==> config.mk <==
export PLATFORM = sky130hd
export DESIGN_NAME = alu_arbiter
export DESIGN_NICKNAME = d
export VERILOG_FILES = /design/src/rtl/alu_pkg.sv /design/src/rtl/alu_32_bit.sv /design/src/rtl/alu_arbiter.sv
export SDC_FILE = /design/constraint.sdc
export NUM_CORES = 1
export LEC_CHECK = 0
export CORE_MARGIN = 3
export CORE_UTILIZATION = 55
export DETAILED_ROUTE_END_ITERATION = 8
export GPL_ROUTABILITY_DRIVEN = 0
export HOLD_SLACK_MARGIN = 0.05
export PLACE_DENSITY_LB_ADDON = 0.25
export SLEW_MARGIN = 10
export SYNTH_ARGS = -nofsm -noshare
export SYNTH_HDL_FRONTEND = slang
export SYNTH_HIERARCHICAL = 1
export SYNTH_SLANG_ARGS = --single-unit
==> constraint.sdc <==
create_clock -name clk -period 5 [get_ports clk]
set_clock_uncertainty 0.15 [all_clocks]
set_input_delay 1 -clock clk [delete_from_list [all_inputs] [get_ports clk]]
set_output_delay 1 -clock clk [all_outputs]
set_load 0.005 [all_outputs]
==> src/rtl/alu_pkg.sv <==
// Shared types and constants for the ALU and the arbiter that feeds it.
// The opcode values are the raw {S2,S1,S0} select codes.
package alu_pkg;

  localparam int ALU_W = 32;
  localparam int OP_W  = 3;

  typedef enum logic [1:0] {
    IDLE = 2'd0,
    EXEC = 2'd1,
    RESP = 2'd2
  } state_t;

  localparam logic [OP_W-1:0] OP_ADD = 3'b000;
  localparam logic [OP_W-1:0] OP_XOR = 3'b001;
  localparam logic [OP_W-1:0] OP_INC = 3'b010;
  localparam logic [OP_W-1:0] OP_DEC = 3'b011;
  localparam logic [OP_W-1:0] OP_OR  = 3'b100;
  localparam logic [OP_W-1:0] OP_SUB = 3'b101;
  localparam logic [OP_W-1:0] OP_AND = 3'b110;
  localparam logic [OP_W-1:0] OP_NOT = 3'b111;

  typedef struct packed {
    logic [ALU_W-1:0] a;
    logic [ALU_W-1:0] b;
    logic [OP_W-1:0]  op;
    logic             ci;
  } alu_op_t;

endpackage

==> src/rtl/alu_32_bit.sv <==
// Purely combinational 32-bit ALU. Logic ops report Co = 0; arithmetic ops
// return the carry out of bit 31 (subtract is A + ~B + Ci).
module alu_32_bit
  import alu_pkg::*;
(
  input  logic [ALU_W-1:0] A,
  input  logic [ALU_W-1:0] B,
  input  logic             S0,
  input  logic             S1,
  input  logic             S2,
  input  logic             Ci,
  output logic [ALU_W-1:0] F,
  output logic             Co
);

  logic [ALU_W:0] sum;
  logic [ALU_W:0] a_x;
  logic [ALU_W:0] ci_x;

  assign a_x  = {1'b0, A};
  assign ci_x = {{ALU_W{1'b0}}, Ci};

  always_comb begin
    sum = '0;
    case ({S2, S1, S0})
      OP_ADD:  sum = a_x + {1'b0, B} + ci_x;
      OP_XOR:  sum = {1'b0, A ^ B};
      OP_INC:  sum = a_x + ci_x;
      OP_DEC:  sum = a_x + {1'b0, {ALU_W{1'b1}}} + ci_x;
      OP_OR:   sum = {1'b0, A | B};
      OP_SUB:  sum = a_x + {1'b0, ~B} + ci_x;
      OP_AND:  sum = {1'b0, A & B};
      OP_NOT:  sum = {1'b0, ~A};
      default: sum = '0;
    endcase
  end

  assign F  = sum[ALU_W-1:0];
  assign Co = sum[ALU_W];

endmodule

==> src/rtl/alu_arbiter.sv <==
// Round-robin sharing of one alu_32_bit between two valid/ready requesters,
// with registered operands and a registered result returned per requester.
//   state | meaning
//   IDLE  | waiting for a request; grant decided combinationally
//   EXEC  | operand registers drive the ALU; result captured at the edge
//   RESP  | result held for the granted requester until it takes it
module alu_arbiter
  import alu_pkg::*;
#(
  parameter bit FIRST_GRANT = 1'b0
) (
  input  logic             clk,
  input  logic             rst_n,
  input  logic             req0_valid,
  output logic             req0_ready,
  input  logic [ALU_W-1:0] req0_a,
  input  logic [ALU_W-1:0] req0_b,
  input  logic [OP_W-1:0]  req0_op,
  input  logic             req0_ci,
  input  logic             req1_valid,
  output logic             req1_ready,
  input  logic [ALU_W-1:0] req1_a,
  input  logic [ALU_W-1:0] req1_b,
  input  logic [OP_W-1:0]  req1_op,
  input  logic             req1_ci,
  output logic             rsp0_valid,
  input  logic             rsp0_ready,
  output logic [ALU_W-1:0] rsp0_f,
  output logic             rsp0_co,
  output logic             rsp1_valid,
  input  logic             rsp1_ready,
  output logic [ALU_W-1:0] rsp1_f,
  output logic             rsp1_co,
  output logic             busy,
  output logic             grant_id
);

  state_t           state_q, state_d;
  logic             ptr_q, ptr_d;
  logic             grant_id_q, grant_id_d;
  alu_op_t          opnd_q, opnd_d;
  logic [ALU_W-1:0] res_f_q, res_f_d;
  logic             res_co_q, res_co_d;
  logic [ALU_W-1:0] alu_f;
  logic             alu_co;
  logic             idle;

  // Readies are masked during reset so no handshake is ever seen that the
  // reset would silently drop.
  assign idle       = (state_q == IDLE) && rst_n;
  assign req0_ready = idle && req0_valid && (!req1_valid || !ptr_q);
  assign req1_ready = idle && req1_valid && (!req0_valid ||  ptr_q);

  alu_32_bit u_alu (
    .A  (opnd_q.a),
    .B  (opnd_q.b),
    .S0 (opnd_q.op[0]),
    .S1 (opnd_q.op[1]),
    .S2 (opnd_q.op[2]),
    .Ci (opnd_q.ci),
    .F  (alu_f),
    .Co (alu_co)
  );

  always_comb begin
    state_d    = state_q;
    ptr_d      = ptr_q;
    grant_id_d = grant_id_q;
    opnd_d     = opnd_q;
    res_f_d    = res_f_q;
    res_co_d   = res_co_q;
    case (state_q)
      IDLE: begin
        if (req0_ready) begin
          opnd_d     = '{a: req0_a, b: req0_b, op: req0_op, ci: req0_ci};
          grant_id_d = 1'b0;
          ptr_d      = 1'b1;
          state_d    = EXEC;
        end else if (req1_ready) begin
          opnd_d     = '{a: req1_a, b: req1_b, op: req1_op, ci: req1_ci};
          grant_id_d = 1'b1;
          ptr_d      = 1'b0;
          state_d    = EXEC;
        end
      end
      EXEC: begin
        res_f_d  = alu_f;
        res_co_d = alu_co;
        state_d  = RESP;
      end
      RESP: begin
        if (grant_id_q ? rsp1_ready : rsp0_ready) state_d = IDLE;
      end
      default: state_d = IDLE;
    endcase
  end

  always_ff @(posedge clk) begin
    if (!rst_n) begin
      state_q    <= IDLE;
      ptr_q      <= FIRST_GRANT;
      grant_id_q <= 1'b0;
      opnd_q     <= '0;
      res_f_q    <= '0;
      res_co_q   <= 1'b0;
    end else begin
      state_q    <= state_d;
      ptr_q      <= ptr_d;
      grant_id_q <= grant_id_d;
      opnd_q     <= opnd_d;
      res_f_q    <= res_f_d;
      res_co_q   <= res_co_d;
    end
  end

  assign rsp0_valid = (state_q == RESP) && !grant_id_q;
  assign rsp1_valid = (state_q == RESP) &&  grant_id_q;
  assign rsp0_f     = res_f_q;
  assign rsp1_f     = res_f_q;
  assign rsp0_co    = res_co_q;
  assign rsp1_co    = res_co_q;
  assign busy       = (state_q != IDLE);
  assign grant_id   = grant_id_q;

endmodule

# ---- Yosys cells after proc, flatten, opt, wreduce, memory -nomap -nowiden
# Cells that the tools add are included.
dict set report classes {
  add_sub_neg 7
  n_eq_ne 11
  n_mux 12
  bitwise_logic 5
  n_reduce_logical 19
}
# op count
set op_table {}
lappend op_table {{$pmux W33 S8} 1}
lappend op_table {{$mux W68} 2}
lappend op_table {{$add A33 B1 Y33} 3}
lappend op_table {{$add A32 B32 Y33} 2}
lappend op_table {{$not A32 Y32} 2}
lappend op_table {{$add A32 B1 Y33} 1}
lappend op_table {{$add A32 B32 Y33 const B} 1}
lappend op_table {{$and A32 B32 Y32} 1}
lappend op_table {{$or A32 B32 Y32} 1}
lappend op_table {{$xor A32 B32 Y32} 1}
lappend op_table {{$eq A3 B3 Y1 const B} 4}
lappend op_table {{$logic_and A1 B1 Y1} 7}
lappend op_table {{$eq A3 B2 Y1 const B} 2}
lappend op_table {{$mux W2} 3}
lappend op_table {{$pmux W2 S3} 1}
lappend op_table {{$mux W1} 5}
lappend op_table {{$logic_not A1 Y1} 4}
lappend op_table {{$reduce_and A2 Y1} 2}
lappend op_table {{$reduce_bool A2 Y1} 2}
lappend op_table {{$eq A3 B1 Y1 const B} 1}
lappend op_table {{$logic_not A3 Y1} 1}
lappend op_table {{$ne A3 B3 Y1 const B} 1}
lappend op_table {{$eq A2 B1 Y1 const B} 1}
lappend op_table {{$eq A2 B2 Y1 const B} 1}
lappend op_table {{3 further kinds} 4}
dict set report totals {
  regBits 105
  input_bits 142
  out_inout_bits 72
  word_cells 63
}

# ---- Logic depth before layout (Yosys ltp)
dict set report depth {
  depth_word 7
  depth_mapped 15
  depth_no_buf 15
}

# ---- Cells and area by module
# The synthesis kept the hierarchy.
# mod n_inst cells_each area_each_um2 seq_area_each_um2
set by_module_without_submodules {}
lappend by_module_without_submodules {alu_32_bit 1 1096 7010.5 0.0}
lappend by_module_without_submodules {alu_arbiter 1 602 4921.0 2102.0}

# ---- Least setup slack after synthesis
# OpenSTA, ideal clock, no wires.
dict set report synth_path {
  path_type {register to register}
  from {reg opnd_q[40] in the netlist's numbering}
  to {reg res_f_q[31] (netlist: rsp0_f[31])}
  setup_ns 0.132
  arrival_time_ns 3.379
  required_time_ns 4.718
  slack_ns 1.339
  stages_incl_launch_ff 16
  n_path_buf 2
  synth_period_minus_slack_ns 3.661
  path_cell_list {dfxtp_1 > clkbuf_1 > inv_1 > ha_1 > clkbuf_1 > inv_1 > a211oi_1 > o21ai_0 > a2111oi_1 > nor2_1 > a211o_1 > or4_1 > a22oi_1 > a31oi_1 > nand2_1 > a21oi_1}
}
dict set report synth_via {
  elab_chain_len 3
  elab_cells_between_ends 8
  cone_classes {7 x add/sub; 1 x mux}
}
# item line_no
set synth_lines {}
lappend synth_lines {{start: declaration} alu_arbiter.sv:41} ;# alu_op_t opnd_q, opnd_d;
lappend synth_lines {{start signal: assignment} alu_arbiter.sv:110} ;# opnd_q <= opnd_d;
lappend synth_lines {{$add A32 B32 Y33, on equally long branches} {alu_32_bit.sv:31, alu_32_bit.sv:26, alu_32_bit.sv:29}}
lappend synth_lines {{$add A33 B1 Y33, on equally long branches} {alu_32_bit.sv:31, alu_32_bit.sv:26, alu_32_bit.sv:29}}
lappend synth_lines {{$pmux W33 S8 (*)} alu_32_bit.sv:25} ;# case ({S2, S1, S0})
lappend synth_lines {{named net alu_f[31]} alu_arbiter.sv:44} ;# logic [ALU_W-1:0] alu_f;
lappend synth_lines {{end signal: assignment} alu_arbiter.sv:111} ;# res_f_q <= res_f_d;
lappend synth_lines {{end: declaration} alu_arbiter.sv:42} ;# logic [ALU_W-1:0] res_f_q, res_f_d;
# Mark *: on every way through the listed nets, which the timed path passes. The rest lies on a longest branch.
# A chain may end at the register's enable or synchronous reset.

# ---- Final worst setup path
dict set report layout_path {
  from {reg opnd_q[38] in the netlist's numbering}
  to {reg res_f_q[31] (netlist: rsp0_f[31])}
}
# Same word-level chain as after synthesis.

==> out/results.txt <==
The flow ran to the end, but the final reports show violations. The checks that failed: design-rule violations. TritonCTS built the clock tree. The number of pins with negative max-slew slack in the final report came out at 0. Synthesis inferred 105 register bits. The height of the die was 153 um.

The tools report the end-of-flow core utilization as 66.5%. The filler cells instantiated in the layout total 1,841. Sequential cells were found to cover 17.6% of the synthesized design area. The overall die width is 153 um. Measured against its own limit, the worst slew margin works out to 24.0%.

For the hold violation count in the final report, the log shows 0. The cell count after synthesis came out at 1,698. Compared with the post-synthesis result, the final layout area differs by 18.0%. In the routed design, unresolved DRC markers number 14. Post-CTS repair changed the size of 0 cells. Global routing finished with a remaining overflow of 0. In the final layout, the share of cells above drive strength 1 is 5.49%. The proportion of register bits with asynchronous set or reset after synthesis is 0%.

Summing all multi-input logic gate instances after layout gives 0.00850 mm2. The tools report the maximum clock path buffer count as 2. Using the TritonRoute via totals, the vias-per-cell ratio works out to 6.88. The maximum net fanout on the critical path works out to 10. Across the VDD grid, the largest voltage drop is 0.204 mV. Across every metal layer, demand over resource in global routing totals 35.3%. Entering global routing, the biggest net connects 132 pins. For the number of primary I/O pins, the log shows 214. Before CTS, the worst setup slack after placement is 691 ps.

The routed design could run at a clock period as short as 4490 ps. Setup violations remaining at the end of the flow were counted as 0. The number of flops mapped to enable cells by yosys came out at 0. The tools report the launching element type of the critical path as a register. Type of the setup path with the least slack: register to register. For the initial cell density of the core, the log shows 56.4%. The average instance in the mapped netlist occupies 7.03 um2. The sequential cells in the finished layout cover a total of 0.00210 mm2. The routed layout has 14.2k vias. After detailed routing, the average wire length per cell comes to 21.6 um. Setup repair after global routing left no endpoint under its margin. The clock-pin transition on the worst setup and hold timing paths was 90 ps; the clock latency reported for the late side of the worst-skew pair was 370 ps. The worst hold path begins at rsp0_f[14].

The tools report the cell total after placement as 2,044. In this run the clock root is driven by a sky130_fd_sc_hd__clkbuf_16. The logs give 322 ps for the final-layout worst hold slack and 0.0119 mm2 for the total standard cell area after synthesis.

For the cell area after placement, the log shows 0.0138 mm2. The path category of the worst min-delay check was register to register. The number of cells on the worst reg-to-reg path is 13. Once the clock tree was built, the setup fixing pass inserted 0 buffers.

The worst hold path terminates at rsp0_f[14]. The HPWL after detailed placement is 32,400 um. Peak clock frequency supported by timing: 223 MHz. The number of H-tree levels was 3.

The largest stage delay on the critical path is 630 ps, and the count of maximum capacitance violations is 0. The power per standard cell area was 266 mW/mm2; the count of hold buffers inserted by post-cts repair was 0. Family of cells with the greatest summed delay on the critical path: compound AO/OA/AOI/OAI gates. The number of nets at the end of the flow was 2,025. The Yosys step of the flow raised 6 warnings. In this run, distinct cell masters in the synthesized netlist total 101.

STA classifies the critical path endpoint as a register. The wire length of the first global-routing pass is 68,400 um, and the pin slew with the least headroom to its limit is 1140 ps. Counting instances, the worst hold path has a depth of 2.

For the final routed database, the setup TNS stands at 0 ps. The first detailed-routing pass ran for 9 iterations. On the critical path, the stage with the largest delay is an instance of sky130_fd_sc_hd__a2111oi_1.

The tools report the total non-filler cell area in the finished layout as 0.0141 mm2. The power after layout is 3.75 mW. The count of nets left with antenna violations once routing finished came out at 0. The logs give 9 for the number of buffers created by CTS and 5070 ps for the data required time of the worst path. The clock sink count came out at 105. Start of the worst register-to-register path: opnd_q[38]. The area enclosed by the die boundary is 0.0235 mm2. The number of stages on the worst setup path was 13. The worst register-to-register path ends at rsp0_f[31]. The run gives 53 as the number of placement rows. At the worst endpoint, the arrival time is 4560 ps. The worst path uses 89.8% of the clock period.

The tools report the static power due to leakage as 5.00 nW. The tools report the aggregate routed wire length as 44,500 um. The run gives 12.5k as the via count of the first global-routing pass.

The initial DRC count is 2,298. The primary flip-flop cell chosen by synthesis mapping was sky130_fd_sc_hd__dfxtp_1. Leaving out filler cells and counting taps, the final layout contains 2,060. The logs give 0 for the initial antenna violation count and 0.0212 mm2 for the total core area. In this run the tool buffered the top-level ports with 213 buffer cells.

Across all register-to-register paths, the minimum setup slack is 510 ps. The number of nets handed over by synthesis was 1,943. Antenna cell count: 0. The count of buffering cells on the critical path with inverters included was 1; the worst setup slack after layout was 510 ps.

The critical path goes through inv_1 -> ha_1 -> nand3b_1 -> a211oi_1 -> o21ai_0 -> a2111oi_1 -> nor2_1 -> a211o_1 -> or4_1 -> a22oi_1 -> a31oi_1 -> nand2_1 -> a21oi_1.
[registers in the layout, indices dropped and copies added (netlist names)]
signal,count
grant_id,1
opnd_q,68
rsp0_f,32
rsp0_co,1
state_q,2
ptr_q,1
[cell usage after synthesis, types with 8 or more instances]
cell                       number  area (um2)
sky130_fd_sc_hd__nor3_1        39         195
sky130_fd_sc_hd__a221oi_1      16         140
sky130_fd_sc_hd__nor2_1        90         338
sky130_fd_sc_hd__o21bai_1      17         128
sky130_fd_sc_hd__o31ai_1       15         113
sky130_fd_sc_hd__o21a_1         9        67.6
sky130_fd_sc_hd__o21ai_0      129         646
sky130_fd_sc_hd__nand3_1      101         505
sky130_fd_sc_hd__nor4_1        15        93.8
sky130_fd_sc_hd__xnor2_1       37         324
sky130_fd_sc_hd__nand2_1      162         608
sky130_fd_sc_hd__inv_1        105         394
sky130_fd_sc_hd__a221o_1        8        80.1
sky130_fd_sc_hd__buf_4         35         263
sky130_fd_sc_hd__o211ai_1      15         113
sky130_fd_sc_hd__a22oi_1       11        82.6
sky130_fd_sc_hd__o221ai_1      13         114
sky130_fd_sc_hd__nand4_1       18         113
sky130_fd_sc_hd__buf_2         29         145
sky130_fd_sc_hd__a31oi_1       10        62.6
sky130_fd_sc_hd__dfxtp_1      105        2100
sky130_fd_sc_hd__a21o_1        16         120
sky130_fd_sc_hd__a311oi_1      62         543
sky130_fd_sc_hd__a211oi_1      14         105
sky130_fd_sc_hd__o22ai_1       25         156
sky130_fd_sc_hd__clkbuf_1      98         368
sky130_fd_sc_hd__a21oi_1      215        1080
sky130_fd_sc_hd__a311oi_2      10         150
sky130_fd_sc_hd__ha_1          99        1240
sky130_fd_sc_hd__o21ai_1       21         105
[tightest hold or removal path, delay by kind of cell (launching register included)]
family             cells  cell delay (ps)
DFF                    1              320
AOI/OAI and AO/OA      1               50
and+or+nand+nor        1               50
[cells in the final DEF (no fill, tap or decap), types with 17 or more instances in the layout]
master / synthesis / routed
sky130_fd_sc_hd__a21oi_1: 215 / 215
sky130_fd_sc_hd__a311oi_1: 62 / 62
sky130_fd_sc_hd__buf_4: 35 / 35
sky130_fd_sc_hd__clkdlybuf4s50_1: 0 / 213
sky130_fd_sc_hd__dfxtp_1: 105 / 104
sky130_fd_sc_hd__ha_1: 99 / 99
sky130_fd_sc_hd__inv_1: 105 / 104
sky130_fd_sc_hd__nand2_1: 162 / 162
sky130_fd_sc_hd__nand3_1: 101 / 101
sky130_fd_sc_hd__nand4_1: 18 / 18
sky130_fd_sc_hd__nor2_1: 90 / 90
sky130_fd_sc_hd__nor3_1: 39 / 37
sky130_fd_sc_hd__o21ai_0: 129 / 129
sky130_fd_sc_hd__o21ai_1: 21 / 21
sky130_fd_sc_hd__o21bai_1: 17 / 17
sky130_fd_sc_hd__o22ai_1: 25 / 25
sky130_fd_sc_hd__xnor2_1: 37 / 37
[cell families (layout without fill, tap and decap cells)]
group                    Yosys count  count (layout)  synth area share [%]
AO/OA/AOI/OAI                    664             664                  36.5
XOR/XNOR                          38              38                  2.79
adder cells (fa/ha/maj)          103             103                  11.1
buffers and inverters            284             371                  11.4
flip-flops                       105             105                  17.6
multiplexers                       8               8                 0.682
AND/OR/NAND/NOR                  496             496                  20.0
[where the power goes]
part	internal, mW	switching (mW)	total [mW]
sequential	0.918	0.119	1.04
clock	0.411	0.379	0.789
combinational	0.752	1.17	1.92
total	2.08	1.67	3.75
[layer usage]
layer  vias up  GRT usage (%)  part of all wire, %
met4         0           12.1                  3.4
li1       6383              -                    -
met3       154           9.12                   15
met1      6444           51.1                   41
met5         -              0                    0
met2      1189           50.8                   41
[how the worst max path moves through the flow]
stage,from,slack [ps],endpoint
3_3_place_gp,opnd_q[38],820,rsp0_f[31]
2_1_floorplan,opnd_q[40],1340,rsp0_f[31]
4_1_cts,opnd_q[38],680,rsp0_f[31]
6_report,opnd_q[38],510,rsp0_f[31]
5_1_grt,opnd_q[38],410,rsp0_f[31]
3_5_place_dp,opnd_q[38],690,rsp0_f[31]
[cell type report]
cell class	count	area share [%]
repair buffers	249	17.2
clock inverters	6	0.524
well taps	275	2.44
flip-flops and latches	105	14.9
multi-input cells	1309	60.4
clock buffers	10	1.70
inverters	106	2.83
(Power assumes the default switching activity.)
